### src/rtl/game_state_ctrl.sv
// game_state_ctrl: turn sequencer and scorekeeper for the two-player VGA dodge game.
// Synchronises the start switch, generates the game tick, tracks collision-free survival
// per turn, and produces registered state, scores, winner, respawn and tick outputs.
module game_state_ctrl #(
    parameter int TICK_BITS     = 22,
    parameter int SURVIVE_TICKS = 16,
    parameter int WIN_SCORE     = 10
) (
    input  logic       board_clk,
    input  logic       reset,
    input  logic       start,
    input  logic       hit,
    output logic [1:0] state,
    output logic [3:0] p1_score,
    output logic [3:0] p2_score,
    output logic [1:0] winner,
    output logic       respawn,
    output logic       tick
);

    typedef enum logic [1:0] {
        QI      = 2'b00,
        QGAME_1 = 2'b01,
        QGAME_2 = 2'b10,
        QDONE   = 2'b11
    } state_t;

    localparam logic [7:0]           SURV_L    = 8'(SURVIVE_TICKS);
    localparam logic [3:0]           WIN_L     = 4'(WIN_SCORE);
    localparam logic [TICK_BITS-1:0] PRESC_MAX = {TICK_BITS{1'b1}};

    // Saturating score increment; a score never moves past the winning value.
    function automatic logic [3:0] score_inc(input logic [3:0] s);
        if (s >= WIN_L) begin
            score_inc = WIN_L;
        end else begin
            score_inc = s + 4'd1;
        end
    endfunction

    logic                 start_meta_q, start_sync_q, start_prev_q;
    logic                 sync_v1_q, sync_v2_q, start_armed_q;
    logic                 start_rise_q, start_fall_q;
    logic [TICK_BITS-1:0] presc_q;
    logic                 tick_q;

    state_t     state_q, state_d;
    logic [3:0] p1_q, p1_d, p2_q, p2_d;
    logic [1:0] winner_q, winner_d;
    logic [7:0] survive_q, survive_d;
    logic       hit_sticky_q, hit_sticky_d;
    logic       respawn_q, respawn_d;

    logic [7:0] survive_inc_s;
    logic [3:0] active_score_s, next_score_s;
    logic       collide_s;

    // Start switch synchroniser and edge detector. The edge detector only arms once the
    // settled switch has been seen low, so a switch left high through reset cannot start a game.
    always_ff @(posedge board_clk or posedge reset) begin
        if (reset) begin
            start_meta_q  <= 1'b0;
            start_sync_q  <= 1'b0;
            start_prev_q  <= 1'b0;
            sync_v1_q     <= 1'b0;
            sync_v2_q     <= 1'b0;
            start_armed_q <= 1'b0;
            start_rise_q  <= 1'b0;
            start_fall_q  <= 1'b0;
        end else begin
            start_meta_q  <= start;
            start_sync_q  <= start_meta_q;
            start_prev_q  <= start_sync_q;
            sync_v1_q     <= 1'b1;
            sync_v2_q     <= sync_v1_q;
            start_armed_q <= start_armed_q | (sync_v2_q & ~start_sync_q);
            start_rise_q  <= start_sync_q & ~start_prev_q & start_armed_q;
            start_fall_q  <= ~start_sync_q & start_prev_q;
        end
    end

    // Free-running prescaler; tick is high for the one cycle in which the count sits at zero.
    always_ff @(posedge board_clk or posedge reset) begin
        if (reset) begin
            presc_q <= '0;
            tick_q  <= 1'b0;
        end else begin
            presc_q <= presc_q + TICK_BITS'(1);
            tick_q  <= (presc_q == PRESC_MAX);
        end
    end

    // Game state, scores, survival counter and sticky collision flag.
    always_ff @(posedge board_clk or posedge reset) begin
        if (reset) begin
            state_q      <= QI;
            p1_q         <= 4'd0;
            p2_q         <= 4'd0;
            winner_q     <= 2'b00;
            survive_q    <= 8'd0;
            hit_sticky_q <= 1'b0;
            respawn_q    <= 1'b0;
        end else begin
            state_q      <= state_d;
            p1_q         <= p1_d;
            p2_q         <= p2_d;
            winner_q     <= winner_d;
            survive_q    <= survive_d;
            hit_sticky_q <= hit_sticky_d;
            respawn_q    <= respawn_d;
        end
    end

    // Next-state logic: start/abort handling, per-tick collision and scoring decisions.
    always_comb begin
        state_d        = state_q;
        p1_d           = p1_q;
        p2_d           = p2_q;
        winner_d       = winner_q;
        survive_d      = survive_q;
        hit_sticky_d   = hit_sticky_q;
        respawn_d      = 1'b0;
        survive_inc_s  = survive_q + 8'd1;
        collide_s      = hit | hit_sticky_q;
        if (state_q == QGAME_2) begin
            active_score_s = p2_q;
        end else begin
            active_score_s = p1_q;
        end
        next_score_s   = score_inc(active_score_s);

        case (state_q)
            QI: begin
                hit_sticky_d = 1'b0;
                if (start_rise_q) begin
                    state_d   = QGAME_1;
                    p1_d      = 4'd0;
                    p2_d      = 4'd0;
                    winner_d  = 2'b00;
                    survive_d = 8'd0;
                    respawn_d = 1'b1;
                end else begin
                    state_d = QI;
                end
            end
            QGAME_1, QGAME_2: begin
                if (start_fall_q) begin
                    // Abort: scores stay on display, no winner declared.
                    state_d      = QI;
                    winner_d     = 2'b00;
                    survive_d    = 8'd0;
                    hit_sticky_d = 1'b0;
                end else if (tick_q) begin
                    hit_sticky_d = 1'b0;
                    if (collide_s) begin
                        // Collision beats a point earned on the same tick.
                        survive_d = 8'd0;
                        respawn_d = 1'b1;
                        state_d   = (state_q == QGAME_1) ? QGAME_2 : QGAME_1;
                    end else if (survive_inc_s >= SURV_L) begin
                        survive_d = 8'd0;
                        if (state_q == QGAME_1) begin
                            p1_d = next_score_s;
                        end else begin
                            p2_d = next_score_s;
                        end
                        if (next_score_s == WIN_L) begin
                            state_d  = QDONE;
                            winner_d = (state_q == QGAME_1) ? 2'b01 : 2'b10;
                        end else begin
                            state_d = state_q;
                        end
                    end else begin
                        survive_d = survive_inc_s;
                    end
                end else begin
                    if (hit) begin
                        hit_sticky_d = 1'b1;
                    end else begin
                        hit_sticky_d = hit_sticky_q;
                    end
                end
            end
            QDONE: begin
                hit_sticky_d = 1'b0;
                if (start_fall_q) begin
                    state_d = QI;
                end else begin
                    state_d = QDONE;
                end
            end
            default: begin
                state_d = QI;
            end
        endcase
    end

    assign state    = state_q;
    assign p1_score = p1_q;
    assign p2_score = p2_q;
    assign winner   = winner_q;
    assign respawn  = respawn_q;
    assign tick     = tick_q;

endmodule
### config.mk
export PLATFORM = sky130hd
export DESIGN_NAME = game_state_ctrl
export DESIGN_NICKNAME = d
export VERILOG_FILES = /design/src/rtl/game_state_ctrl.sv
export SDC_FILE = /design/constraint.sdc
export NUM_CORES = 1
export LEC_CHECK = 0
export ABC_AREA = 1
export BUFFER_PORTS_ARGS = -buffer_cell sky130_fd_sc_hd__buf_2
export CORE_ASPECT_RATIO = 1.75
export CORE_MARGIN = 2
export CORE_UTILIZATION = 40
export DETAILED_ROUTE_END_ITERATION = 10
export HOLD_SLACK_MARGIN = 0.06
export PLACE_DENSITY = 0.67
export SLEW_MARGIN = 40
export SYNTH_ARGS = -nofsm -noshare
export SYNTH_HDL_FRONTEND = slang
export SYNTH_SLANG_ARGS = --single-unit
### constraint.sdc
create_clock -name board_clk -period 3.4 [get_ports board_clk]
set_clock_uncertainty 0.15 [all_clocks]
set_input_delay 0.34 -clock board_clk [delete_from_list [all_inputs] [get_ports board_clk]]
set_output_delay 0.34 -clock board_clk [all_outputs]
set_load 0.01 [all_outputs]
==> results of run 1 <==
==> critical path, cell delays in order (launching register included) <==
cell     delay (ns)
dfrtp_1        0.45
inv_1          0.11
ha_1           0.27
inv_2          0.07
nand2_1        0.06
nand2_1        0.08
inv_1          0.12
ha_1           0.16
inv_1          0.05
nand3_2        0.07
nand2_2        0.07
nand2_1        0.12
nand2_2        0.07
nor2_1         0.09
nand2_1        0.06
nand2_2        0.09
nand2_2        0.06
nand2_1        0.06
nand2_1        0.05
==> per-layer routing <==
metal | wire length (microns) | GRT usage [%]
met5 | 0 | 0
met4 | 81 | 4.26
met3 | 114 | 2.55
met2 | 2570 | 26.9
met1 | 1830 | 15.9
==> cells in the mapped netlist, drive strengths merged <==
| master | instances |
|---|---|
| a22oi | 1 |
| inv | 44 |
| nand3 | 19 |
| conb | 1 |
| xor2 | 13 |
| a21oi | 4 |
| ha | 9 |
| nor2 | 35 |
| xnor2 | 9 |
| nand3b | 2 |
| nor3 | 6 |
| nand2 | 61 |
| a211oi | 1 |
| nand4 | 6 |
| dfrtp | 53 |
| o21ai | 19 |
==> per-stage QoR <==
stage | hold WS, ns | cells | cell area (sq um) | power [mW] | setup slack [ns]
after floorplan | 0.181 | 283 | 2590 | 1.28 | 1.22
after global placement | 0.184 | 381 | 2780 | 1.45 | 1.16
after detailed placement | 0.190 | 381 | 2780 | 1.47 | 1.06
after CTS | 0.146 | 390 | 2910 | 1.89 | 1.03
after global routing | 0.181 | 390 | 2910 | 2.02 | 0.715
final | 0.147 | 390 | 2910 | 1.87 | 1.04
==> cell families after synthesis <==
kind of cell / Yosys count
AND/OR/NAND/NOR: 129
flip-flops: 53
buffers and inverters: 44
AO/OA/AOI/OAI: 25
XOR/XNOR: 22
adder cells (fa/ha/maj): 9
other: 1
==> sequential cells by signal (all words and copies together), names as in the netlist <==
register and count:
hit_sticky_q 1, p1_score 4, p2_score 4, presc_q 22, respawn 1, start_armed_q 1
start_fall_q 1, start_meta_q 1, start_prev_q 1, start_rise_q 1, start_sync_q 1, state 2
survive_q 8, sync_v1_q 1, sync_v2_q 1, tick 1, winner 2
==> path summary, 6_finish.rpt <==
kind                               from  depth (start not counted)           end
max                            state[0]                         18     winner[0]
min                                 hit                          3  hit_sticky_q
max reg2reg                    state[0]                         18     winner[0]
min reg2reg                start_meta_q                          0  start_sync_q
max in group asynchronous         reset                          4     sync_v2_q
min in group asynchronous         reset                          3  survive_q[5]
==> power by group through the flow <==
| stage | Sequential [mW] | Clock (mW) | Combinational [mW] |
|---|---|---|---|
| 2_1_floorplan | 0.777 | 0 | 0.503 |
| 3_3_place_gp | 0.760 | 0 | 0.694 |
| 3_5_place_dp | 0.762 | 0 | 0.707 |
| 4_1_cts | 0.749 | 0.425 | 0.713 |
| 5_1_grt | 0.758 | 0.450 | 0.814 |
| 6_report | 0.747 | 0.409 | 0.709 |
==> area by class of cell <==
type | instances | area (sq um) | area share [%]
inverter | 44 | 165 | 5.68
multi-input combinational | 186 | 1100 | 37.8
clock buffer | 5 | 68.8 | 2.37
timing repair buffer | 20 | 113 | 3.88
sequential | 53 | 1330 | 45.7
clock inverter | 2 | 35.0 | 1.21
tap | 80 | 100 | 3.45
==> cells in the final DEF, fill, tap and decap left out, drive strengths merged, types with 9 or more instances in the layout <==
cell and count:
xor2 13, o21ai 19, nand2 61, xnor2 9
ha 9, nor2 35, dfrtp 53, buf 18
nand3 19, inv 44
==> summary.txt, run 1 <==
Worst setup path
  – Reg2Reg Setup Slack: 1.04 ns
  – Crit path launch type: register
  – WP data arrival: 2.41 ns
  – Crit Path Class: register to register
  – Worst EP required: 3.45 ns
  – Critical Path Sink Type: register
  – Crit path max fanout: 7

Power
  – Internal power: 1.14 mW
  – Flop pwr share: 40.1%
  – Pwr dens: 642 nW/um^2
  – Switching Share: 38.8%
  – Leakage power: 1.46 nW
  – Clock network power share: 21.9%
  – VDD IR max: 0.267 mV
  – NetSw: 0.724 mW
  – Comb power frac: 38.0%

Placed design
  – GP Congestion: 0.828
  – HPWL after DPL: 3.57 mm
  – Buffers on Ports: 17

Layout
  – Layout cells sized above 1: 19.0%
  – Core Util, Final: 46.6%
  – # nets final: 323
  – Filler instances: 601
  – Area Growth Syn to Fin: 12.2%
  – ANT cells: 0

Die
  – Die Ht: 110 microns
  – Starting density of the core: 41.6%
  – Die area: 7160 sq um
  – Ports: 18
  – Rows: 38
  – Die W: 64.8 microns
  – Core ar.: 6230 sq um

CTS
  – CTS Buffer Depth: 2
  – Worst-skew pair later-pin latency: 0.30 ns
  – # H-tree levels: 2
  – Post-CTS Setup Bufs: 0
  – CTS tree: yes
  – CTS clk-pin slew, worst paths: 0.09 ns
  – CTS buffer count: 5
  – # resized after CTS: 0
  – Cts hold-fix bufs: 2
  – Root Buffer: clkbuf_8
  – CTS Sinks: 53

Drt
  – Post-route DRC: 0
  – Initial DRC count: 51
  – Antenna-violating nets left: 0
  – Vias post-DR: 1849
  – WL final: 4.60 mm
  – Vias/cell: 4.74
  – DR pass1 iterations: 4
  – Wire length per cell: 11.8 microns

STA
  – Worst slew pin tran: 0.597 ns
  – Hold Fails Final Rpt: 0
  – Slew Limit Fails: 0
  – Slew headroom: 60.1%
  – Final setup fails: 0
  – RSZ-0062 raised after global routing: no
  – Fin crit period: 2.36 ns
  – Final Cycle Share: 69.5%
  – FMAX: 423 MHz
  – Setup tns final: 0 ns

Global routing
  – Largest net degree at the start of global routing: 30
  – Total track usage: 14.4%
  – Total gr overflow: 0
  – Vias in the first global route: 1922
  – Initial antenna violation count: 0
  – Global-route wire length before repair: 8.28 mm

Synthesis
  – Sequential area share after synthesis: 51.2%
  – Synth top area share: 51.2%
  – Synth warnings: 0
  – Simple-gate area share of the yosys netlist: 24.9%
  – Largest cells by area after synthesis: dfrtp_1, nand2_1, inv_1, xor2_1, ha_1
  – Synth Cell Area: 2590 sq um
  – Flops & latches, synth: 53
  – Post-synthesis mux area share: 0%
  – Cells after synthesis: 283
  – XOR/XNOR share of the synthesized area: 7.44%
  – Adder-cell share of the synthesized area: 4.35%
  – Main combinational cell family by area after synthesis: simple AND/OR/NAND/NOR gates
  – Number of distinct library cells after synthesis: 26
  – Yosys top cell by area: dfrtp_1
  – Net count of the mapped netlist: 296
  – Synth Area in Compound Gates: 5.51%
  – Syn avg cell area: 9.15 sq um

Outcome
  – Outcome: finished, final reports clean

Worst hold path
  – Hold crit path type: input pin to register

Flow run
  – Max Cap Viol: 0
Note: power is estimated with default switching activity, not from simulation.
==> run 2, diff against run 1 <==
==> constraint.sdc (replaced) <==
create_clock -name board_clk -period 2.2 [get_ports board_clk]
set_clock_uncertainty 0.15 [all_clocks]
set_input_delay 0.22 -clock board_clk [delete_from_list [all_inputs] [get_ports board_clk]]
set_output_delay 0.22 -clock board_clk [all_outputs]
set_load 0.01 [all_outputs]
==> run 2 against run 1 <==
  * Worst hold slack improved by 0.064 ns
  * Power rose by 71%
  * Sequential share of layout area fell by 2.4 points
  * Critical endpoint is now survive_q[2]
  * Fmax rose by 14%
  * Largest cell class unchanged
  * Largest power group is now combinational logic
  * Combinational power rose by 92%
  * Final cell count rose by 2.3%
  * Wire length rose by 5.5%
  * Critical path type unchanged
  * Utilization rose by 2.7 points
==> summary.txt, run 2 (synthesis results as in run 1) <==
Outcome
  – Outcome: finished, final reports clean

Layout
  – Commonest non-fill, non-tap cell in the layout: dfrtp_1
  – Top reg by flops: presc_q
  – Area of the multi-input gates: 1170 sq um
  – Register Area: 1330 sq um
  – Max reg flops: 22
  – Filler instances: 575
  – Area Growth Syn to Fin: 18.7%
  – # nets final: 331
  – Most frequent cells in the layout: dfrtp_1, nand2_1, inv_1
  – ANT cells: 0
  – Biggest regs: presc_q x22, survive_q x8
  – Layout cells sized above 1: 25.4%
  – Core Util, Final: 49.3%

Power
  – VDD IR max: 0.434 mV
  – Leakage power: 1.51 nW
  – Total power: 3.18 mW
  – Pwr dens: 1040 nW/um^2

Global routing
  – Total gr overflow: 0
  – Total track usage: 14.5%
  – Largest net degree at the start of global routing: 54
  – Global-route wire length before repair: 8.26 mm
  – Initial antenna violation count: 0
  – Vias in the first global route: 1922

STA
  – Fin worst setup slack: 0.131 ns
  – Final Cycle Share: 94.0%
  – Slew Limit Fails: 0
  – Fin crit period: 2.07 ns
  – Final setup fails: 0
  – FMAX: 483 MHz
  – Setup tns final: 0 ns
  – Hold Fails Final Rpt: 0

Placed design
  – GP Congestion: 0.821
  – Buffers on Ports: 17
  – Setup WS pre-CTS: 0.0150 ns
  – HPWL after DPL: 3.51 mm

CTS
  – Root Buffer: clkbuf_8
  – CTS buffer count: 5
  – CTS clk-pin slew, worst paths: 0.09 ns
  – CTS Buffer Depth: 2
  – Worst-skew pair later-pin latency: 0.30 ns
  – CTS tree: yes
  – CTS Sinks: 53
  – # H-tree levels: 2

Die
  – Ports: 18
  – Die Ht: 110 microns
  – Rows: 38
  – Die area: 7160 sq um
  – Die W: 64.8 microns
  – Starting density of the core: 41.6%
  – Core ar.: 6230 sq um

Worst setup path
  – Crit Path Class: register to register
  – Max stage delay on crit path: 0.42 ns
  – WP data arrival: 2.12 ns
  – Critical Path Sink Type: register
  – Start point of the critical path: state[1]
  – Worst EP required: 2.25 ns
  – Crit path launch type: register
  – Crit path depth: 12
  – Sum of buffers and inverters on the critical path: 4
  – CP Cell Sequence: inv_1 -> ha_1 -> inv_2 -> nor2_2 -> inv_2 -> nor2_2 -> nor2_1 -> inv_2 -> nor2_4 -> nand2_1 -> xor2_1 -> nor2_1
  – Most common cell on crit path: inv_2
  – Critical Path Sink: survive_q[2]
  – Reg2Reg Setup Slack: 0.13 ns
  – Slowest-stage cell, CP: dfrtp_2
  – Largest delay share family, worst path: simple AND/OR/NAND/NOR gates
  – Crit path max fanout: 6
  – Worst r2r dst: survive_q[2]
  – Startpoint of the worst register-to-register path: state[1]
  – Worst r2r path cells: 12

Flow run
  – Max Cap Viol: 0

Drt
  – Initial DRC count: 75
  – Wire length per cell: 12.2 microns
  – Antenna-violating nets left: 0
  – WL final: 4.85 mm
  – Vias post-DR: 1874
  – Vias/cell: 4.70
  – Post-route DRC: 0
  – DR pass1 iterations: 4

Worst hold path
  – Hold crit path type: register to register
==> run 2: changes by cell type in the layout (fill, tap and decap cells not counted), sizes merged <==
| cell | change |
|---|---|
| clkbuf | +2 |
| clkinv | -1 |
| dlygate4sd3 | +1 |
| buf | +7 |
==> run 2: layout make-up <==
cell class | count | area share [%]
sequential | 53 | 43.2
multi-input combinational | 186 | 38.0
timing repair buffer | 28 | 6.11
inverter | 44 | 5.62
tap | 80 | 3.26
clock buffer | 7 | 2.81
clock inverter | 1 | 0.978
==> run 2: power by group <==
group	total [mW]	switching [mW]	leakage [nW]	internal (mW)
Sequential	1.15	0.0729	0.698	1.08
Clock	0.674	0.303	0.0585	0.371
Combinational	1.36	0.849	0.756	0.508
==> run 2: per-layer routing <==
layer / GRT usage (%) / vias to the layer above / routed length, microns / share of wire [%]
met5: 0 / - / 0 / 0
met2: 27.1 / 21 / 2820 / 58
met3: 2.85 / 5 / 117 / 2.4
li1: - / 952 / - / -
met1: 16.1 / 896 / 1850 / 38
met4: 3.83 / 0 / 60 / 1.2
==> run 2: stage by stage <==
stage	area [sq um]	hold slack, ns	cells
global placement	2820	0.144	385
global route	3070	0.228	399
CTS	2970	0.216	396
finish	3070	0.211	399
floorplan	2590	0.101	283
detailed placement	2820	0.148	385
==> run 2: worst min path at each step <==
stage / to / startpoint / cells past startpoint
after floorplan: start_meta_q / start / 0
after global placement: presc_q[0] / reset / 3
after detailed placement: survive_q[7] / reset / 3
after CTS: sync_v2_q / sync_v1_q / 0
after global routing: sync_v2_q / sync_v1_q / 0
final: sync_v2_q / sync_v1_q / 0
==> run 2: what timing repair did <==
item,4_1_cts,5_1_grt
setup buffers,0,3
hold endpoints to repair,55,0
resized for setup,0,23
endpoints found under the setup margin,0,9
hold buffers,3,0
